===== config.mk =====
export PLATFORM = sky130hd
export DESIGN_NAME = phase_sampler_flat
export DESIGN_NICKNAME = d
export VERILOG_FILES = /design/src/rtl/phase_sampler_if.sv /design/src/rtl/phase_sampler.sv /design/src/flat_wrapper.sv
export SDC_FILE = /design/constraint.sdc
export NUM_CORES = 1
export LEC_CHECK = 0
export BUFFER_PORTS_ARGS = -buffer_cell sky130_fd_sc_hd__buf_2
export CAP_MARGIN = 20
export CORE_MARGIN = 8
export CORE_UTILIZATION = 25
export DETAILED_ROUTE_END_ITERATION = 8
export GPL_TIMING_DRIVEN = 1
export SLEW_MARGIN = 30
export SYNTH_ARGS = -nofsm -noshare
export SYNTH_HDL_FRONTEND = slang
export SYNTH_SLANG_ARGS = --single-unit

===== constraint.sdc =====
create_clock -name clk -period 4.4 [get_ports clk]
set_input_delay 0.22 -clock clk [delete_from_list [all_inputs] [get_ports clk]]
set_output_delay 0.22 -clock clk [all_outputs]
set_load 0.05 [all_outputs]

===== src/rtl/phase_sampler_if.sv =====
// Bus for phase_sampler: raw RO taps and measurement control in,
// per-oscillator phase decisions and agreement counts out.
interface phase_sampler_if #(
  parameter int N     = 8,
  parameter int CNT_W = 16
);
  logic [N-1:0]       osc_in;
  logic               start;
  logic [CNT_W-1:0]   window_len;
  logic               busy;
  logic               out_valid;
  logic               out_ready;
  logic [N-1:0]       spin;
  logic [N*CNT_W-1:0] agree_cnt;

  modport master (
    output osc_in, start, window_len, out_ready,
    input  busy, out_valid, spin, agree_cnt
  );

  modport slave (
    input  osc_in, start, window_len, out_ready,
    output busy, out_valid, spin, agree_cnt
  );
endinterface


===== src/rtl/phase_sampler.sv =====
// Samples asynchronous ring-oscillator taps, counts per-tap agreement with tap 0
// over a programmable window and thresholds each count into a spin bit.
module phase_sampler #(
  parameter int N           = 8,
  parameter int CNT_W       = 16,
  parameter int SYNC_STAGES = 2
) (
  input  logic           clk,
  input  logic           rst_n,
  phase_sampler_if.slave bus
);

  localparam int SET_W = $clog2(SYNC_STAGES + 1);

  typedef enum logic [1:0] {
    IDLE,
    SETTLE,
    MEASURE,
    DONE
  } state_t;

  state_t                       state_reg;
  logic [SYNC_STAGES-1:0][N-1:0] sync_reg;
  logic [N-1:0]                 s;
  logic [CNT_W-1:0]             len_reg;
  logic [CNT_W-1:0]             cyc_reg;
  logic [SET_W-1:0]             settle_reg;
  logic [N-1:0][CNT_W-1:0]      cnt_reg;
  logic [N-1:0][CNT_W-1:0]      cnt_next;
  logic [N-1:0][CNT_W-1:0]      agree_reg;
  logic [N-1:0]                 match;
  logic [N-1:0]                 spin_next;
  logic [N-1:0]                 spin_reg;
  logic                         busy_reg;
  logic                         out_valid_reg;

  // Synchronizer runs in every state so SETTLE only has to flush stale history.
  always_ff @(posedge clk or negedge rst_n) begin
    if (!rst_n) begin
      sync_reg <= '0;
    end else begin
      sync_reg <= {sync_reg[SYNC_STAGES-2:0], bus.osc_in};
    end
  end

  assign s = sync_reg[SYNC_STAGES-1];

  genvar gi;
  generate
    for (gi = 0; gi < N; gi++) begin : g_osc
      assign match[gi]     = (s[gi] == s[0]);
      assign cnt_next[gi]  = cnt_reg[gi] + {{(CNT_W-1){1'b0}}, match[gi]};
      // Doubling in CNT_W+1 bits keeps the strict-majority test overflow free.
      assign spin_next[gi] = ({cnt_next[gi], 1'b0} > {1'b0, len_reg});
    end
  endgenerate

  always_ff @(posedge clk or negedge rst_n) begin
    if (!rst_n) begin
      state_reg     <= IDLE;
      busy_reg      <= 1'b0;
      out_valid_reg <= 1'b0;
      spin_reg      <= '0;
      agree_reg     <= '0;
      len_reg       <= '0;
      cyc_reg       <= '0;
      settle_reg    <= '0;
      cnt_reg       <= '0;
    end else begin
      case (state_reg)
        IDLE: begin
          if (bus.start) begin
            len_reg    <= (bus.window_len == '0) ? CNT_W'(1) : bus.window_len;
            cnt_reg    <= '0;
            cyc_reg    <= '0;
            settle_reg <= '0;
            busy_reg   <= 1'b1;
            state_reg  <= SETTLE;
          end
        end
        SETTLE: begin
          settle_reg <= settle_reg + SET_W'(1);
          if (settle_reg == SET_W'(SYNC_STAGES - 1)) begin
            state_reg <= MEASURE;
          end
        end
        MEASURE: begin
          cnt_reg <= cnt_next;
          cyc_reg <= cyc_reg + CNT_W'(1);
          // Result is captured from the final cycle's count so out_valid rises on DONE entry.
          if (cyc_reg == len_reg - CNT_W'(1)) begin
            agree_reg     <= cnt_next;
            spin_reg      <= spin_next;
            out_valid_reg <= 1'b1;
            state_reg     <= DONE;
          end
        end
        DONE: begin
          if (bus.out_ready) begin
            out_valid_reg <= 1'b0;
            busy_reg      <= 1'b0;
            state_reg     <= IDLE;
          end
        end
        default: state_reg <= IDLE;
      endcase
    end
  end

  assign bus.busy      = busy_reg;
  assign bus.out_valid = out_valid_reg;
  assign bus.spin      = spin_reg;
  assign bus.agree_cnt = agree_reg;

endmodule


===== src/flat_wrapper.sv =====
// flat-port wrapper written by rule: the top's interface ports become plain ports
module phase_sampler_flat 
#(
  parameter int N           = 8,
  parameter int CNT_W       = 16,
  parameter int SYNC_STAGES = 2
)
  (clk, rst_n, bus_osc_in, bus_start, bus_window_len, bus_out_ready, bus_busy, bus_out_valid, bus_spin, bus_agree_cnt);
  phase_sampler_if #(.N(N), .CNT_W(CNT_W)) bus_i ();
  input  logic clk;
  input  logic rst_n;
  input wire logic [$bits(bus_i.osc_in)-1:0] bus_osc_in;
  input wire logic [$bits(bus_i.start)-1:0] bus_start;
  input wire logic [$bits(bus_i.window_len)-1:0] bus_window_len;
  input wire logic [$bits(bus_i.out_ready)-1:0] bus_out_ready;
  output wire logic [$bits(bus_i.busy)-1:0] bus_busy;
  output wire logic [$bits(bus_i.out_valid)-1:0] bus_out_valid;
  output wire logic [$bits(bus_i.spin)-1:0] bus_spin;
  output wire logic [$bits(bus_i.agree_cnt)-1:0] bus_agree_cnt;
  assign bus_i.osc_in = bus_osc_in;
  assign bus_i.start = bus_start;
  assign bus_i.window_len = bus_window_len;
  assign bus_i.out_ready = bus_out_ready;
  assign bus_busy = bus_i.busy;
  assign bus_out_valid = bus_i.out_valid;
  assign bus_spin = bus_i.spin;
  assign bus_agree_cnt = bus_i.agree_cnt;
  phase_sampler #(.N(N), .CNT_W(CNT_W), .SYNC_STAGES(SYNC_STAGES)) u_core (.clk(clk), .rst_n(rst_n), .bus(bus_i));
endmodule

==> results.cfg, run 1 <==
[outcome]
status = completed

[yosys]
synth.avg_cell_area_sq_um = 10.92
synth-edff-count = 0
syn_inst = 1620
synth_top_flop_cell = dfrtp_1
ys_seq_area_frac = 0.4498
postSynthNetCount = 1790
netlist_area_sq_um = 17690
yosys.cell_types.count = 64
ys.warnings.count = 0
synth-async-reset-ratio = 1.000
ys_ff_latch = 318

[cts]
cts_tree = done
cts_max_level = 2
clk_path_buf_depth = 3
path_clk_slew_ns = 0.06
cts_buffers = 39
clkLatencyLatePin_ns = 0.55
cts-root-buf = clkbuf_16
cts.sinks = 318
ctsResizeCount = 0

[die]
die_y_um = 282.0
ioPinCount = 166
die-area_sq_um = 79540
rows = 97
core_sq_um = 70030
fp.dieW_um = 282.0
start_util = 0.2526

[pwr]
power_density_nw_per_um2 = 493.8
seqPwrFrac = 0.329
combPwrFrac = 0.355
peakVddDrop_v = 0.0002449
sw_frac_of_total = 0.3869
leakagePower_nw = 10.75
power_w = 0.01050
p_clk_frac = 0.316
p_switching_w = 0.004061
p_int_w = 0.006435

[route]
vias = 13300
via_per_inst = 4.800
drc = 0
totalWireLength_um = 54220
drtIter0Drc = 762
dr.pass1.iters = 5
drtAntennaViolNets = 0
drt-wirelength-per-cell_um = 19.58

[worst_setup_path]
cp-start-kind = flip-flop
endpoint_kind = flip-flop
worstSetupPathType = flip-flop to flip-flop
required_ns = 4.83
path_max_fanout = 6
arrival_ns = 4.38

[timing]
clock_skew_ns = 0.02223
period_share = 0.8958
setup_viol = 0
hold_violations = 0
drv_slew = 0
rsz0062_at_grt = false
slew_headroom = 0.3339
min_period_ns = 3.941
finalSetupTns_ns = 0
finalWorstSetupSlack_ns = 0.4587
max_freq_mhz = 253.7
worst_pin_slew_ns = 0.9955

[global_route]
antenna_found_initial = 0
use_met3 = 0.03859
grt_use_met1 = 0.1722
grt.busiest_layer = met2
grt_max_degree = 110
grt_pass1_wl_um = 83100
grt_usage = 0.1341
overflow = 0
met2_usage = 0.2115
first_global_vias = 13800

[placed_design]
dp.cells = 2674
place_area_sq_um = 19690
gp_congestion = 0.8473
place_ws_ns = 0.3824
hpwl_um = 38460
io_buffers = 165

[worst_hold_path]
hold_path_class = input pin to asynchronous set/reset pin

[cells_and_area]
final_common_cell = dfrtp_1
fin_nets = 1972
fin_cells = 2770
drive_above_1_share = 0.2242
layout-area-overhead-vs-synth_pct = 20.14
design_area_sq_um = 21260
layout_common_cells = 318 x dfrtp_1, 164 x buf_2, 142 x ha_1

[flow_run]
max-cap-violations = 0
[stage by stage]
| stage | hold slack, ns | util |
|---|---|---|
| after detailed placement | 0.2190 | 0.2812 |
| after global placement | 0.2203 | 0.2808 |
| after floorplan | -0.07559 | - |
| after global routing | 0.2637 | 0.3035 |
| final | 0.2230 | 0.3035 |
| after CTS | 0.2318 | 0.3035 |
[critical path, cell delays in order, from the launching register on]
cell and delay [ns]:
dfrtp_1 0.39, buf_4 0.22, xnor2_1 0.28, ha_1 0.25, ha_1 0.19, and3_1 0.20, and3_1 0.23, and3_1 0.31
nand3_1 0.13, xnor2_1 0.19, ha_1 0.32, nand4_1 0.14, nor3_1 0.27, nand4_1 0.12, o21ai_0 0.12, o21ai_0 0.17
mux2_4 0.29
[power groups by stage]
stage | Combinational [W] | Sequential (W) | Clock (W)
after floorplan | 0.00228 | 0.00343 | 0
after detailed placement | 0.00375 | 0.00350 | 0
after CTS | 0.00378 | 0.00345 | 0.00343
after global routing | 0.00413 | 0.00349 | 0.00353
after global placement | 0.00359 | 0.00348 | 0
final | 0.00373 | 0.00345 | 0.00331
[per-layer routing]
metal / vias to the layer above / part of all wire
met5: - / 0
met4: 0 / 0.036
met3: 101 / 0.069
met2: 359 / 0.45
met1: 6576 / 0.45
li1: 6260 / -
[final timing paths]
check                      cells past startpoint  slack, ns          startpoint                        to
setup reg to reg                              16       0.46         u_core.s[0]        u_core.bus.spin[1]
setup / recovery                              16       0.46         u_core.s[0]        u_core.bus.spin[1]
hold / removal                                 2       0.22               rst_n  u_core.bus.agree_cnt[88]
min in group clk                               2       0.31       bus_osc_in[5]        u_core.sync_reg[5]
hold reg to reg                                0       0.35  u_core.sync_reg[3]               u_core.s[3]
max in group asynchronous                      3       3.13               rst_n  u_core.bus.agree_cnt[12]
[what timing repair did]
action	CTS	global route
hold buffers	27	0
hold endpoints to repair	93	0
buffers inserted	0	0
[cells in the mapped netlist (all sizes together) (2+ instances only)]
library cell,instances,share of area
nand2b,5,0.0018
o211ai,2,0.00085
and3,43,0.015
o21ai,120,0.034
a2111oi,2,0.0021
o21a,2,0.00085
nor3,16,0.0048
clkbuf,61,0.013
nand3b,2,0.00085
dfrtp,318,0.45
nand3,73,0.021
or2,2,0.00071
ha,142,0.10
xor2,60,0.030
nor2,42,0.0089
o22ai,5,0.0018
mux2,146,0.10
a22o,73,0.036
nor2b,11,0.0039
a211oi,6,0.0025
inv,44,0.0093
buf,17,0.0068
and2,4,0.0014
o2111a,2,0.0013
or3,9,0.0032
nor4,10,0.0039
o311a,2,0.0011
mux2i,7,0.0040
nand2,132,0.028
a21oi,44,0.012
o221ai,2,0.00099
and4,6,0.0030
o31ai,18,0.0076
a31oi,11,0.0039
xnor2,85,0.042
nand4,30,0.011
a21o,35,0.015
o2111ai,5,0.0025
or4,8,0.0036
o21bai,3,0.0013
[final cells by class]
type | count | area, sq um
clock inverters | 17 | 222.7
multi-input cells | 1180 | 9256
flip-flops and latches | 318 | 7958
clock buffers | 51 | 1071
diodes | 1 | 2.502
inverters | 44 | 165.2
fillers | 7114 | 48770
well taps | 940 | 1176
repair buffers | 219 | 1404
[kinds of logic (layout without fill, tap and decap cells)]
| group | after synthesis | in the layout | share of synthesized area |
|---|---|---|---|
| xor gates and xnor gates | 145 | 145 | 0.07178 |
| DFF | 318 | 318 | 0.4498 |
| AOI/OAI and AO/OA | 342 | 342 | 0.1292 |
| adders and majority gates | 142 | 142 | 0.1004 |
| other | 0 | 1 | 0 |
| and+or+nand+nor | 398 | 398 | 0.1133 |
| muxes | 153 | 153 | 0.1064 |
| buffers and inverters | 122 | 331 | 0.02907 |
(Power assumes the default switching activity.)
==> run 2: changes to the inputs <==
--- a/config.mk
+++ b/config.mk
@@ -7,6 +7,7 @@
 export LEC_CHECK = 0
 export BUFFER_PORTS_ARGS = -buffer_cell sky130_fd_sc_hd__buf_2
 export CAP_MARGIN = 20
+export CORE_ASPECT_RATIO = 0.7
 export CORE_MARGIN = 8
 export CORE_UTILIZATION = 25
 export DETAILED_ROUTE_END_ITERATION = 8
==> run 2 against run 1 <==
Effect of this change:
- hold slack worse by 0.18 ns
- global-route usage is 0.12 points lower
- critical path depth is 6 lower
- critical path type unchanged
- setup slack better by 0.15 ns
- count of clock-buffer cells in the layout is 2 lower
- final area is 0.53% lower
- highest routed layer unchanged
==> results.cfg, run 2 (synthesized netlist as in run 1, its figures left out) <==
[route]
drt-wirelength-per-cell_um = 19.90
totalWireLength_um = 54470
drc = 0
drtIter0Drc = 1053
via_per_inst = 4.947
vias = 13540
dr.pass1.iters = 5
drtAntennaViolNets = 0

[cts]
cts_max_level = 2
cts-root-buf = clkbuf_16
cts.sinks = 318
clkLatencyLatePin_ns = 0.55
cts_tree = done
cts_buffers = 36
path_clk_slew_ns = 0.06
clk_path_buf_depth = 3

[timing]
slew_headroom = 0.4278
min_period_ns = 3.790
rsz0062_at_grt = false
worst_pin_slew_ns = 0.8573
drv_slew = 0
finalWorstSetupSlack_ns = 0.6100
fin_hold_ws_ns = 0.04745
finalSetupTns_ns = 0
max_freq_mhz = 263.9
setup_viol = 0
hold_violations = 0
clock_skew_ns = 0.02034
period_share = 0.8614

[cells_and_area]
seq_area_sq_um = 7958
drive_above_1_share = 0.2248
nFillCells = 7118
fin_nets = 1969
fin_cells = 2737
diodes = 0
multiInputGateArea_sq_um = 9259
layout-area-overhead-vs-synth_pct = 19.51
final_common_cell = dfrtp_1
layout_common_cells = 318 x dfrtp_1, 164 x buf_2, 142 x ha_1

[placed_design]
io_buffers = 165
place_ws_ns = 0.5727
gp_congestion = 0.8454
dp.cells = 2647
hpwl_um = 38700

[worst_setup_path]
critPathLaunch = u_core.len_reg[1]
rr_startpoint = u_core.len_reg[1]
r2r_slack_ns = 0.61
critical-path-max-stage-delay_ns = 0.61
path_cells = inv_1 -> ha_1 -> or4b_1 -> or4_4 -> a2111oi_4 -> o21ai_1 -> nor3_2 -> nand3_4 -> buf_4 -> mux2_4
cp-start-kind = flip-flop
worstSetupPathType = flip-flop to flip-flop
r2r-end = u_core.bus.spin[3]
endpoint_kind = flip-flop
slowest_stage = or4b_1
arrival_ns = 4.23
ff2ff_path_depth = 10
path_max_fanout = 58
required_ns = 4.84

[pwr]
p_switching_w = 0.004052
p_clk_frac = 0.307
peakVddDrop_v = 0.0002776
sw_frac_of_total = 0.3903
power_density_nw_per_um2 = 491.1
power_w = 0.01038
leakagePower_nw = 10.72
seqPwrFrac = 0.333
p_int_w = 0.006330
combPwrFrac = 0.360

[worst_hold_path]
hold_end = u_core.settle_reg[1]
min_from = bus_start
hold_path_class = input pin to flip-flop
hold_depth = 3

[die]
ioPinCount = 166
fp.dieW_um = 334.0
core_sq_um = 69930
start_util = 0.2530
rows = 81
die_y_um = 238.6
die-area_sq_um = 79670

[flow_run]
max-cap-violations = 0

[global_route]
antenna_found_initial = 3
grt_pass1_wl_um = 82910
grt_max_degree = 124
first_global_vias = 13370
grt_usage = 0.1329
overflow = 0

[outcome]
status = completed
## run 2: final cells by class
cell class,count,area share
Clock inverter,14,0.008818
Sequential cell,318,0.3764
Timing Repair Buffer,219,0.06533
Multi-Input combinational cell,1180,0.4379
Tap cell,913,0.05403
Inverter,44,0.007812
Clock buffer,49,0.04971
## run 2: critical path, delay by kind of cell, from the launching register on
family	cells	cell delay, ns
compound gates	2	0.49
fa+ha+maj	1	0.25
buf+inv	2	0.47
flops	1	0.42
mux	1	0.41
simple gates	4	1.56
## run 2: timing repair
action,in CTS,in global routing
hold buffers,26,0
gates resized for setup,0,0
endpoints found under the hold margin,73,0
setup buffers,0,0
## run 2: power groups by stage
| stage | clock [W] | sequential, W | combinational (W) |
|---|---|---|---|
| floorplan | 0 | 0.00343 | 0.00228 |
| global placement | 0 | 0.00349 | 0.00355 |
| detailed placement | 0 | 0.00350 | 0.00370 |
| CTS | 0.00328 | 0.00345 | 0.00374 |
| global route | 0.00341 | 0.00349 | 0.00409 |
| finish | 0.00318 | 0.00346 | 0.00374 |
## run 2: worst max-delay path by stage
stage | slack [ns] | to | depth (start not counted)
floorplan | 0.71 | u_core.bus.spin[5] | 14
detailed placement | 0.57 | u_core.bus.spin[1] | 16
CTS | 0.54 | u_core.bus.spin[1] | 16
global placement | 0.68 | u_core.bus.spin[1] | 16
finish | 0.61 | u_core.bus.spin[3] | 10
global route | 0.31 | u_core.bus.spin[1] | 16
## run 2: stage by stage
stage          cell area [sq um]    util
3_5_place_dp               19620  0.2806
3_3_place_gp               19620  0.2806
6_report                   21140  0.3023
5_1_grt                    21140  0.3023
2_1_floorplan              17690       -
4_1_cts                    21120  0.3020
## run 2: layer usage
layer	vias to the layer above	GRT usage	wire length, um
li1	6256	-	-
met1	6837	0.1877	25880
met2	379	0.2044	23930
met3	67	0.03271	3714
met4	0	0.02977	956
met5	-	0	0
==> run 3: changes to the inputs <==
--- a/config.mk
+++ b/config.mk
@@ -7,11 +7,10 @@
 export LEC_CHECK = 0
 export BUFFER_PORTS_ARGS = -buffer_cell sky130_fd_sc_hd__buf_2
 export CAP_MARGIN = 20
-export CORE_ASPECT_RATIO = 0.7
 export CORE_MARGIN = 8
 export CORE_UTILIZATION = 25
 export DETAILED_ROUTE_END_ITERATION = 8
-export GPL_TIMING_DRIVEN = 1
+export GPL_TIMING_DRIVEN = 0
 export SLEW_MARGIN = 30
 export SYNTH_ARGS = -nofsm -noshare
 export SYNTH_HDL_FRONTEND = slang
==> run 3 against run 2 <==
Effect of this change:
- non-clock buffer count is 59 higher
- highest routed layer unchanged
- setup slack got worse by 0.37 ns
- largest power group unchanged
- sequential power about the same
- final area grew 0.79%
==> results.cfg, run 3 (synthesized netlist as in run 1, its figures left out) <==
[timing]
rsz0062_at_grt = false
setup_viol = 0
finalSetupTns_ns = 0
max_freq_mhz = 240.2
min_period_ns = 4.163
period_share = 0.9462
drv_slew = 0
slew_headroom = 0.3333
worst_pin_slew_ns = 0.9989
hold_violations = 0
clock_skew_ns = 0.02402

[worst_setup_path]
required_ns = 4.81
arrival_ns = 4.57
path_max_fanout = 10
r2r_slack_ns = 0.24
worstSetupPathType = flip-flop to flip-flop
endpoint_kind = flip-flop
cp-start-kind = flip-flop

[cells_and_area]
fin_nets = 2027
multiInputGateArea_sq_um = 9254
nFillCells = 7151
final_common_cell = dfrtp_1
seq_area_sq_um = 7958
layout_common_cells = 318 x dfrtp_1, 173 x buf_2, 142 x ha_1
drive_above_1_share = 0.2193
layout-area-overhead-vs-synth_pct = 20.45
final_core_util = 0.3043

[route]
dr.pass1.iters = 5
via_per_inst = 4.913
totalWireLength_um = 58630
drtAntennaViolNets = 0
vias = 13880
drtIter0Drc = 1026
drc = 0
drt-wirelength-per-cell_um = 20.75

[cts]
cts_buffers = 35
cts-root-buf = clkbuf_16
clk_path_buf_depth = 3
cts_tree = done
cts.sinks = 318
path_clk_slew_ns = 0.06
clkLatencyLatePin_ns = 0.54
cts_max_level = 2

[placed_design]
hpwl_um = 42250
gp_congestion = 0.8813
io_buffers = 165

[die]
die-area_sq_um = 79540
ioPinCount = 166
fp.dieW_um = 282.0
die_y_um = 282.0
start_util = 0.2526
rows = 97
core_sq_um = 70030

[global_route]
overflow = 0
grt_pass1_wl_um = 87920
antenna_found_initial = 1
first_global_vias = 14190
grt_max_degree = 81
grt_usage = 0.1439

[pwr]
power_w = 0.01025
power_density_nw_per_um2 = 480.9
leakagePower_nw = 10.71
peakVddDrop_v = 0.0002299

[flow_run]
max-cap-violations = 0

[worst_hold_path]
hold_path_class = input pin to flip-flop

[outcome]
status = completed
run 3: changes by cell type in the layout (fill, tap and decap cells not counted), moves of 5 or more:
cell,previous run,this run
buf_12,6,1
buf_2,164,173
clkbuf_8,8,3
clkinvlp_4,1,7
buf_6,0,6
clkbuf_1,4,60
buf_4,22,4
run 3: routing by layer:
layer	GRT usage	up-vias	part of all wire
met5	0	-	0
met4	0.06963	0	0.051
met3	0.04305	134	0.080
met2	0.2303	459	0.45
met1	0.1762	6923	0.42
li1	-	6362	-
run 3: what timing repair did:
item / CTS / global route
hold endpoints to repair: 141 / 0
gates resized for setup: 4 / 7
endpoints found under the setup margin: 136 / 5
hold buffers: 26 / 0
buffers inserted: 1 / 4
run 3: area by class of cell:
type                            count  share of cell area
Inverter                           44            0.008102
Multi-Input combinational cell   1180              0.4342
Buffer                             78             0.01673
Clock buffer                       39             0.04321
Sequential cell                   318              0.3734
Tap cell                          940             0.05519
Clock inverter                     24            0.009923
Antenna cell                        2           0.0002349
Timing Repair Buffer              200             0.05895
run 3: power breakdown:
group	internal [W]	total, W	leakage, nW	switching (W)
Clock	0.00165	0.00295	0.555	0.00130
Sequential	0.00315	0.00343	4.33	0.000276
Combinational	0.00119	0.00387	5.82	0.00268
run 3: per-stage QoR:
| stage | setup WS, ns | std cells | instance area (sq um) | hold WS, ns |
|---|---|---|---|---|
| after floorplan | 0.7118 | 1620 | 17690 | -0.07559 |
| after global placement | -2.974 | 2725 | 19690 | 0.3319 |
| after detailed placement | -0.5845 | 2729 | 19820 | 0.1437 |
| after CTS | 0.009540 | 2819 | 21240 | 0.05007 |
| after global routing | 0.07087 | 2825 | 21310 | 0.06689 |
| final | 0.2368 | 2825 | 21310 | 0.06485 |
run 3: worst max-delay path, cell delays in order (launching register included):
cell	delay [ns]
dfrtp_1	0.36
clkbuf_4	0.27
clkinvlp_4	0.23
ha_1	0.25
or4b_1	0.45
buf_2	0.18
or4_4	0.54
a2111oi_4	0.38
o21ai_1	0.14
nor3_2	0.23
nand3_4	0.20
buf_6	0.25
buf_6	0.21
mux2_4	0.31
run 3: final timing paths:
path | from | endpoint | cells past startpoint
worst min register to register | u_core.sync_reg[7] | u_core.s[7] | 0
min in group asynchronous | rst_n | u_core.bus.agree_cnt[93] | 2
worst max register to register | u_core.len_reg[0] | u_core.bus.spin[6] | 13
max in group asynchronous | rst_n | u_core.bus.agree_cnt[4] | 5
worst max-delay path | u_core.len_reg[0] | u_core.bus.spin[6] | 13
worst min-delay path | bus_start | u_core.settle_reg[1] | 3
